**src/rtl/raster_stamp_dispatch_pkg.sv**
```systemverilog
// Raster stamp/CSR types shared by the stamp dispatch stage and its stamp buffer.
// Holds pos_mask field offsets and the packing helper.
package raster_stamp_dispatch_pkg;

  localparam int RASTER_DIM_BITS = 8;
  localparam int RASTER_PID_BITS = 8;

  localparam int RASTER_POSMASK_X_LSB = 4;
  localparam int RASTER_POSMASK_Y_LSB = RASTER_POSMASK_X_LSB + RASTER_DIM_BITS - 1;

  typedef struct packed {
    logic [RASTER_DIM_BITS-2:0] pos_x;
    logic [RASTER_DIM_BITS-2:0] pos_y;
    logic [3:0]                 mask;
    logic [2:0][31:0]           bcoords;
    logic [RASTER_PID_BITS-1:0] pid;
  } raster_stamp_t;

  typedef struct packed {
    logic [31:0]      pos_mask;
    logic [2:0][31:0] bcoords;
  } raster_csrs_t;

  typedef enum logic [1:0] {
    ST_IDLE,
    ST_COLLECT,
    ST_RESPOND
  } dispatch_state_e;

  // {zero-pad, pos_y, pos_x, mask}
  function automatic logic [31:0] raster_pack_posmask(
    input logic [RASTER_DIM_BITS-2:0] pos_x,
    input logic [RASTER_DIM_BITS-2:0] pos_y,
    input logic [3:0]                 mask
  );
    raster_pack_posmask = 32'(mask)
                        | (32'(pos_x) << RASTER_POSMASK_X_LSB)
                        | (32'(pos_y) << RASTER_POSMASK_Y_LSB);
  endfunction

endpackage

```
**src/rtl/raster_stamp_dispatch_fifo.sv**
```systemverilog
// Stamp buffer: pointer-based FIFO, head is read straight from storage so a
// stamp written in one cycle is visible at the head the next.
module raster_stamp_dispatch_fifo #(
  parameter int DATA_W = 8,
  parameter int DEPTH  = 8
) (
  input  logic              clk,
  input  logic              reset,
  input  logic              push,
  input  logic [DATA_W-1:0] push_data,
  input  logic              pop,
  output logic [DATA_W-1:0] head,
  output logic              empty,
  output logic              full
);

  localparam int AW = $clog2(DEPTH);

  logic [AW:0]       wr_ptr_q, wr_ptr_d;
  logic [AW:0]       rd_ptr_q, rd_ptr_d;
  logic [DATA_W-1:0] mem_q [DEPTH];

  assign empty = (wr_ptr_q == rd_ptr_q);
  assign full  = (wr_ptr_q[AW] != rd_ptr_q[AW]) && (wr_ptr_q[AW-1:0] == rd_ptr_q[AW-1:0]);
  assign head  = mem_q[rd_ptr_q[AW-1:0]];

  always_comb begin
    wr_ptr_d = wr_ptr_q;
    rd_ptr_d = rd_ptr_q;
    if (push && !full)  wr_ptr_d = wr_ptr_q + 1'b1;
    if (pop  && !empty) rd_ptr_d = rd_ptr_q + 1'b1;
  end

  always_ff @(posedge clk) begin
    if (reset) begin
      wr_ptr_q <= '0;
      rd_ptr_q <= '0;
    end else begin
      wr_ptr_q <= wr_ptr_d;
      rd_ptr_q <= rd_ptr_d;
    end
  end

  always_ff @(posedge clk) begin
    if (push && !full) mem_q[wr_ptr_q[AW-1:0]] <= push_data;
  end

endmodule

```
**src/rtl/raster_stamp_dispatch.sv**
```systemverilog
// Stamp dispatch: buffers raster stamps and hands one per active lane to a
// requesting warp, signalling "no more work" once the raster pipe is drained.
module raster_stamp_dispatch
  import raster_stamp_dispatch_pkg::*;
#(
  parameter int NUM_LANES  = 4,
  parameter int NUM_WARPS  = 4,
  parameter int FIFO_DEPTH = 8,
  parameter int WID_BITS   = (NUM_WARPS > 1) ? $clog2(NUM_WARPS) : 1
) (
  input  logic                                   clk,
  input  logic                                   reset,
  input  logic                                   stamp_valid,
  input  raster_stamp_t                          stamp_data,
  output logic                                   stamp_ready,
  input  logic                                   raster_done,
  input  logic                                   req_valid,
  input  logic [WID_BITS-1:0]                    req_wid,
  input  logic [NUM_LANES-1:0]                   req_tmask,
  output logic                                   req_ready,
  output logic                                   rsp_valid,
  output logic [WID_BITS-1:0]                    rsp_wid,
  output logic [NUM_LANES-1:0]                   rsp_tmask,
  output raster_csrs_t [NUM_LANES-1:0]           rsp_csrs,
  output logic [NUM_LANES-1:0][RASTER_PID_BITS-1:0] rsp_pid,
  output logic                                   rsp_empty,
  input  logic                                   rsp_ready
);

  if (2*(RASTER_DIM_BITS-1)+4 > 32) begin : g_posmask_chk
    $error("pos_mask fields do not fit in 32 bits");
  end

  dispatch_state_e state_q, state_d;
  logic [WID_BITS-1:0]                     wid_q, wid_d;
  logic [NUM_LANES-1:0]                    tmask_q, tmask_d;
  logic [NUM_LANES-1:0]                    fill_q, fill_d;
  raster_csrs_t [NUM_LANES-1:0]            csrs_q, csrs_d;
  logic [NUM_LANES-1:0][RASTER_PID_BITS-1:0] pid_q, pid_d;
  logic                                    empty_q, empty_d;

  raster_stamp_t        fifo_head;
  logic                 fifo_empty, fifo_full, fifo_pop;
  logic [NUM_LANES-1:0] avail, lane_sel;

  raster_stamp_dispatch_fifo #(
    .DATA_W ($bits(raster_stamp_t)),
    .DEPTH  (FIFO_DEPTH)
  ) u_fifo (
    .clk       (clk),
    .reset     (reset),
    .push      (stamp_valid),
    .push_data (stamp_data),
    .pop       (fifo_pop),
    .head      (fifo_head),
    .empty     (fifo_empty),
    .full      (fifo_full)
  );

  // Lowest unfilled active lane, as a one-hot.
  assign avail    = tmask_q & ~fill_q;
  assign lane_sel = avail & (~avail + NUM_LANES'(1));

  always_comb begin
    state_d  = state_q;
    wid_d    = wid_q;
    tmask_d  = tmask_q;
    fill_d   = fill_q;
    csrs_d   = csrs_q;
    pid_d    = pid_q;
    empty_d  = empty_q;
    fifo_pop = 1'b0;
    case (state_q)
      ST_IDLE: begin
        if (req_valid) begin
          wid_d   = req_wid;
          tmask_d = req_tmask;
          fill_d  = '0;
          csrs_d  = '0;
          pid_d   = '0;
          empty_d = 1'b0;
          state_d = ST_COLLECT;
        end
      end
      ST_COLLECT: begin
        if (!fifo_empty && (avail != '0)) begin
          fifo_pop = 1'b1;
          fill_d   = fill_q | lane_sel;
          for (int i = 0; i < NUM_LANES; i++) begin
            if (lane_sel[i]) begin
              csrs_d[i].pos_mask = raster_pack_posmask(fifo_head.pos_x, fifo_head.pos_y,
                                                       fifo_head.mask);
              csrs_d[i].bcoords  = fifo_head.bcoords;
              pid_d[i]           = fifo_head.pid;
            end
          end
        end
        // Exit decision uses this cycle's fill so k lanes cost exactly k cycles.
        if ((fill_d == tmask_q) || (fifo_empty && raster_done)) begin
          state_d = ST_RESPOND;
          empty_d = (fill_d == '0) && raster_done;
        end
      end
      ST_RESPOND: begin
        if (rsp_ready) state_d = ST_IDLE;
      end
      default: state_d = ST_IDLE;
    endcase
  end

  always_ff @(posedge clk) begin
    if (reset) begin
      state_q <= ST_IDLE;
      wid_q   <= '0;
      tmask_q <= '0;
      fill_q  <= '0;
      csrs_q  <= '0;
      pid_q   <= '0;
      empty_q <= 1'b0;
    end else begin
      state_q <= state_d;
      wid_q   <= wid_d;
      tmask_q <= tmask_d;
      fill_q  <= fill_d;
      csrs_q  <= csrs_d;
      pid_q   <= pid_d;
      empty_q <= empty_d;
    end
  end

  assign stamp_ready = !fifo_full;
  assign req_ready   = (state_q == ST_IDLE);
  assign rsp_valid   = (state_q == ST_RESPOND);
  assign rsp_wid     = wid_q;
  assign rsp_tmask   = fill_q;
  assign rsp_csrs    = csrs_q;
  assign rsp_pid     = pid_q;
  assign rsp_empty   = empty_q;

endmodule

```
**config.mk**
```make
export PLATFORM = sky130hd
export DESIGN_NAME = raster_stamp_dispatch
export DESIGN_NICKNAME = d
export VERILOG_FILES = /design/src/rtl/raster_stamp_dispatch_pkg.sv /design/src/rtl/raster_stamp_dispatch_fifo.sv /design/src/rtl/raster_stamp_dispatch.sv
export SDC_FILE = /design/constraint.sdc
export NUM_CORES = 2
export LEC_CHECK = 0
export ABC_AREA = 1
export CAP_MARGIN = 20
export CORE_MARGIN = 2
export CORE_UTILIZATION = 45
export DETAILED_ROUTE_END_ITERATION = 10
export GPL_TIMING_DRIVEN = 0
export MAX_ROUTING_LAYER = met4
export PLACE_DENSITY_LB_ADDON = 0.15
export SYNTH_ARGS = -nofsm -noshare
export SYNTH_HDL_FRONTEND = slang
export SYNTH_SLANG_ARGS = --single-unit
```
**constraint.sdc**
```tcl
create_clock -name clk -period 13.35 [get_ports clk]
set_clock_uncertainty 0.2 [all_clocks]
set_input_delay 4.005 -clock clk [delete_from_list [all_inputs] [get_ports clk]]
set_output_delay 4.005 -clock clk [all_outputs]
set_load 0.1 [all_outputs]
```
==> results.sh <==
export IMPL_max_freq_mhz=140
export IMPL_wire_per_inst_um=32.1
export IMPL_syn_inst=4415
export IMPL_viasPerCell=6.04
export IMPL_synth_yosys_warnings=0
export IMPL_p_int_mw=8.34
export IMPL_coreArea_um2=121000
export IMPL_seqPwrFrac_pct=41.7
export IMPL_antenna_found_initial=39
export IMPL_synth_seq_area_share_pct=72.1
export IMPL_outcome="complete, no violations"
export IMPL_ant_nets=0
export IMPL_cts_buffers=154
export IMPL_htree_levels=4
export IMPL_crit_fanout=5
export IMPL_rsz0062_at_grt="no"
export IMPL_drive_above_1_share_pct=10.6
export IMPL_cts_hold_buffers=0
export IMPL_initial_core_util_pct=45.2
export IMPL_ys_ff_latch=1488
export IMPL_critical_path_required_ps=9140
export IMPL_path_clk_slew_ps=60
export IMPL_clk_insertion_delay_late_ps=780
export IMPL_grt_pass1_wl_mm=312
export IMPL_holdCritStartpoint="rsp_wid[1]"
export IMPL_holdWs_ps=286
export IMPL_tightest_slew_ps=1290
export IMPL_cts_tree="done"
export IMPL_relSlewSlack_pct=13.6
export IMPL_place_area_um2=65100
export IMPL_power_frac_clock_pct=34.2
export IMPL_stdcell_area_um2=70300
export IMPL_cts_root_buf="clkbuf_16"
export IMPL_drtIter0Drc=5949
export IMPL_grt_max_degree=28
export IMPL_r2r_start="rsp_tmask[1]"
export IMPL_synth_area_um2=54800
export IMPL_port_buffers=631
export IMPL_cts_sinks=1488
export IMPL_postSynthAreaPerCell_um2=12.4
export IMPL_drv_cap=0
export IMPL_clk_path_buf_depth=3
export IMPL_period_needed_ps=7170
export IMPL_io_pins=688
export IMPL_routed_wl_mm=230
export IMPL_start_kind="register"
export IMPL_via_count=43300
export IMPL_startpoint="u_fifo.wr_ptr_q[1]"
export IMPL_design_die_area_um2=125000
export IMPL_end_kind="output port"
export IMPL_arrival_ps=2960
export IMPL_critPathKind="reg2out"
export IMPL_drcViolationCount=0
export IMPL_area_growth_pct=28.2
export IMPL_grt_overflow=0
export IMPL_grtUsageTotal_pct=36.8
export IMPL_hold_path_class="reg2reg"
export IMPL_seq_area_um2=39600
export IMPL_ctsResizeCount=0
export IMPL_multi_input_area_um2=13400
export IMPL_power_switching_mw=4.43
export IMPL_nNetsFinal=5502
export IMPL_hold_viol=0
export IMPL_power_density_nw_per_um2=182
export IMPL_die_h_um=353
export IMPL_drv_slew=0
export IMPL_dp_hpwl_mm=166
export IMPL_fp_row_count=128
export IMPL_ir_worst_vdd_mv=0.134
export IMPL_fin_crit_sh_pct=53.7
export IMPL_firstDrtPassIters=8
export IMPL_finalSetupViolCount=0
export IMPL_power_frac_comb_pct=24.2
export IMPL_total_leakage_power_nw=23.7
export IMPL_routabilityCongestion=0.950
export IMPL_grt_pass1_vias=39900
export IMPL_n_fill_cell=10000
export IMPL_post_cts_setup_buffer_count=0
export IMPL_sw_frac_of_total_pct=34.7
export IMPL_ys_types=33
export IMPL_fp_dieW_um=353
## final timing paths
path	endpoint	slack (ps)	depth (start not counted)
min reg2reg	rsp_wid[1]	290	2
min	rsp_wid[1]	290	2
max	stamp_ready	6180	6
max reg2reg	rsp_pid[18]	9500	9
## cell usage after synthesis
| cell | n | area share (%) |
|---|---|---|
| clkbuf_1 | 263 | 1.8 |
| nor2_4 | 3 | 0.062 |
| nand2_4 | 4 | 0.082 |
| dfxtp_1 | 512 | 19 |
| o211ai_1 | 121 | 1.7 |
| inv_4 | 3 | 0.034 |
| inv_2 | 7 | 0.048 |
| edfxtp_1 | 976 | 53 |
| nand3_1 | 11 | 0.10 |
| buf_8 | 1 | 0.027 |
| nor3_1 | 1 | 0.0091 |
| o21ai_0 | 855 | 7.8 |
| ha_1 | 2 | 0.046 |
| o221ai_1 | 119 | 1.9 |
| nand2_1 | 53 | 0.36 |
| buf_1 | 13 | 0.089 |
| nor4_1 | 1 | 0.011 |
| o22ai_1 | 123 | 1.4 |
| buf_4 | 62 | 0.85 |
| nand3b_1 | 1 | 0.014 |
| o21ai_1 | 13 | 0.12 |
| conb_1 | 1 | 0.0068 |
| inv_1 | 29 | 0.20 |
| o211a_1 | 4 | 0.073 |
| buf_6 | 16 | 0.33 |
| a211oi_2 | 67 | 1.5 |
| nor2_1 | 642 | 4.4 |
| nand2_2 | 6 | 0.068 |
| a211oi_1 | 52 | 0.71 |
| buf_2 | 64 | 0.58 |
| o21bai_1 | 1 | 0.014 |
| a21oi_1 | 388 | 3.5 |
| nand4_1 | 1 | 0.011 |
## logic make-up after synthesis
kind of cell             after synthesis  synth area share [%]
other                                  1               0.00684
AND/OR/NAND/NOR                      723                  5.11
flip-flops                          1488                  72.1
adder cells (fa/ha/maj)                2                0.0456
buffers and inverters                458                  3.96
AO/OA/AOI/OAI                       1743                  18.7
## final cells by class
class	count	share of cell area [%]
clock buffers	241	6.59
multi-input cells	2524	19.0
plain buffers	419	2.87
diodes	42	0.149
inverters	39	0.219
flip-flops and latches	1488	56.3
repair buffers	740	11.3
well taps	1625	2.89
clock inverters	45	0.682
## flip-flops by register name, summed over array words and instances, names as in the netlist, named ones only
| register | cells |
|---|---|
| rsp_pid | 32 |
| u_fifo.rd_ptr_q | 4 |
| rsp_csrs | 456 |
| rsp_tmask | 4 |
| u_fifo.wr_ptr_q | 4 |
| rsp_empty | 1 |
| rsp_wid | 2 |
| state_q | 2 |
| u_fifo.mem_q | 976 |
| tmask_q | 4 |
## power groups by stage
stage	Combinational (mW)	Clock (mW)	Sequential (mW)
2_1_floorplan	0.678	0	6.71
3_3_place_gp	2.97	0	5.44
3_5_place_dp	3.04	0	5.41
4_1_cts	3.05	4.36	5.31
5_1_grt	3.15	4.54	5.33
6_report	3.08	4.36	5.32
## per-layer routing
layer  vias up  wire length [um]  global-route usage [%]
met4         0             12300                    17.7
met3       492             29800                    11.5
met1     21400             85500                    46.2
li1      18300                 -                       -
met5         -                 0                       -
met2      2999            102000                    54.3
## critical path, cell delays in order (launching register included)
cell and delay, ps:
dfxtp_1 420, inv_2 80, nand2_1 60, nand2_1 70
nor2_4 160, nand3_1 300, clkdlybuf4s50_1 1080
## stage by stage
step	setup TNS (ps)	total power [mW]	util (%)	std cells	worst slack, ps
2_1_floorplan	0	7.39	-	4470	3040
3_3_place_gp	-2777200	8.40	52.2	6726	-3240
3_5_place_dp	0	8.45	53.6	6833	5900
4_1_cts	0	12.7	57.8	7119	6130
5_1_grt	0	13.0	57.9	7150	6130
6_report	0	12.8	57.9	7163	6180
## cell usage in the layout, fill, tap and decap left out, types with 7 or more instances in the layout
cell type and count:
o21ai_0 855, buf_2 64, nand3_1 11, inv_2 7, nor2_1 634, o22ai_1 123, bufinv_16 8, nand2_1 53
dfxtp_1 512, buf_8 9, buf_12 41, a211oi_2 67, o21ai_1 13, o221ai_1 119, o211ai_1 121, diode_2 42
buf_6 43, a211oi_1 52, clkbuf_8 25, clkinv_2 21, buf_16 7, edfxtp_1 976, clkdlybuf4s50_1 631, nor2_4 11
clkbuf_1 308, buf_4 88, inv_1 29, clkbuf_16 163, conb_1 56, a21oi_1 388, buf_1 13
Note: power is estimated with default switching activity, not from simulation.
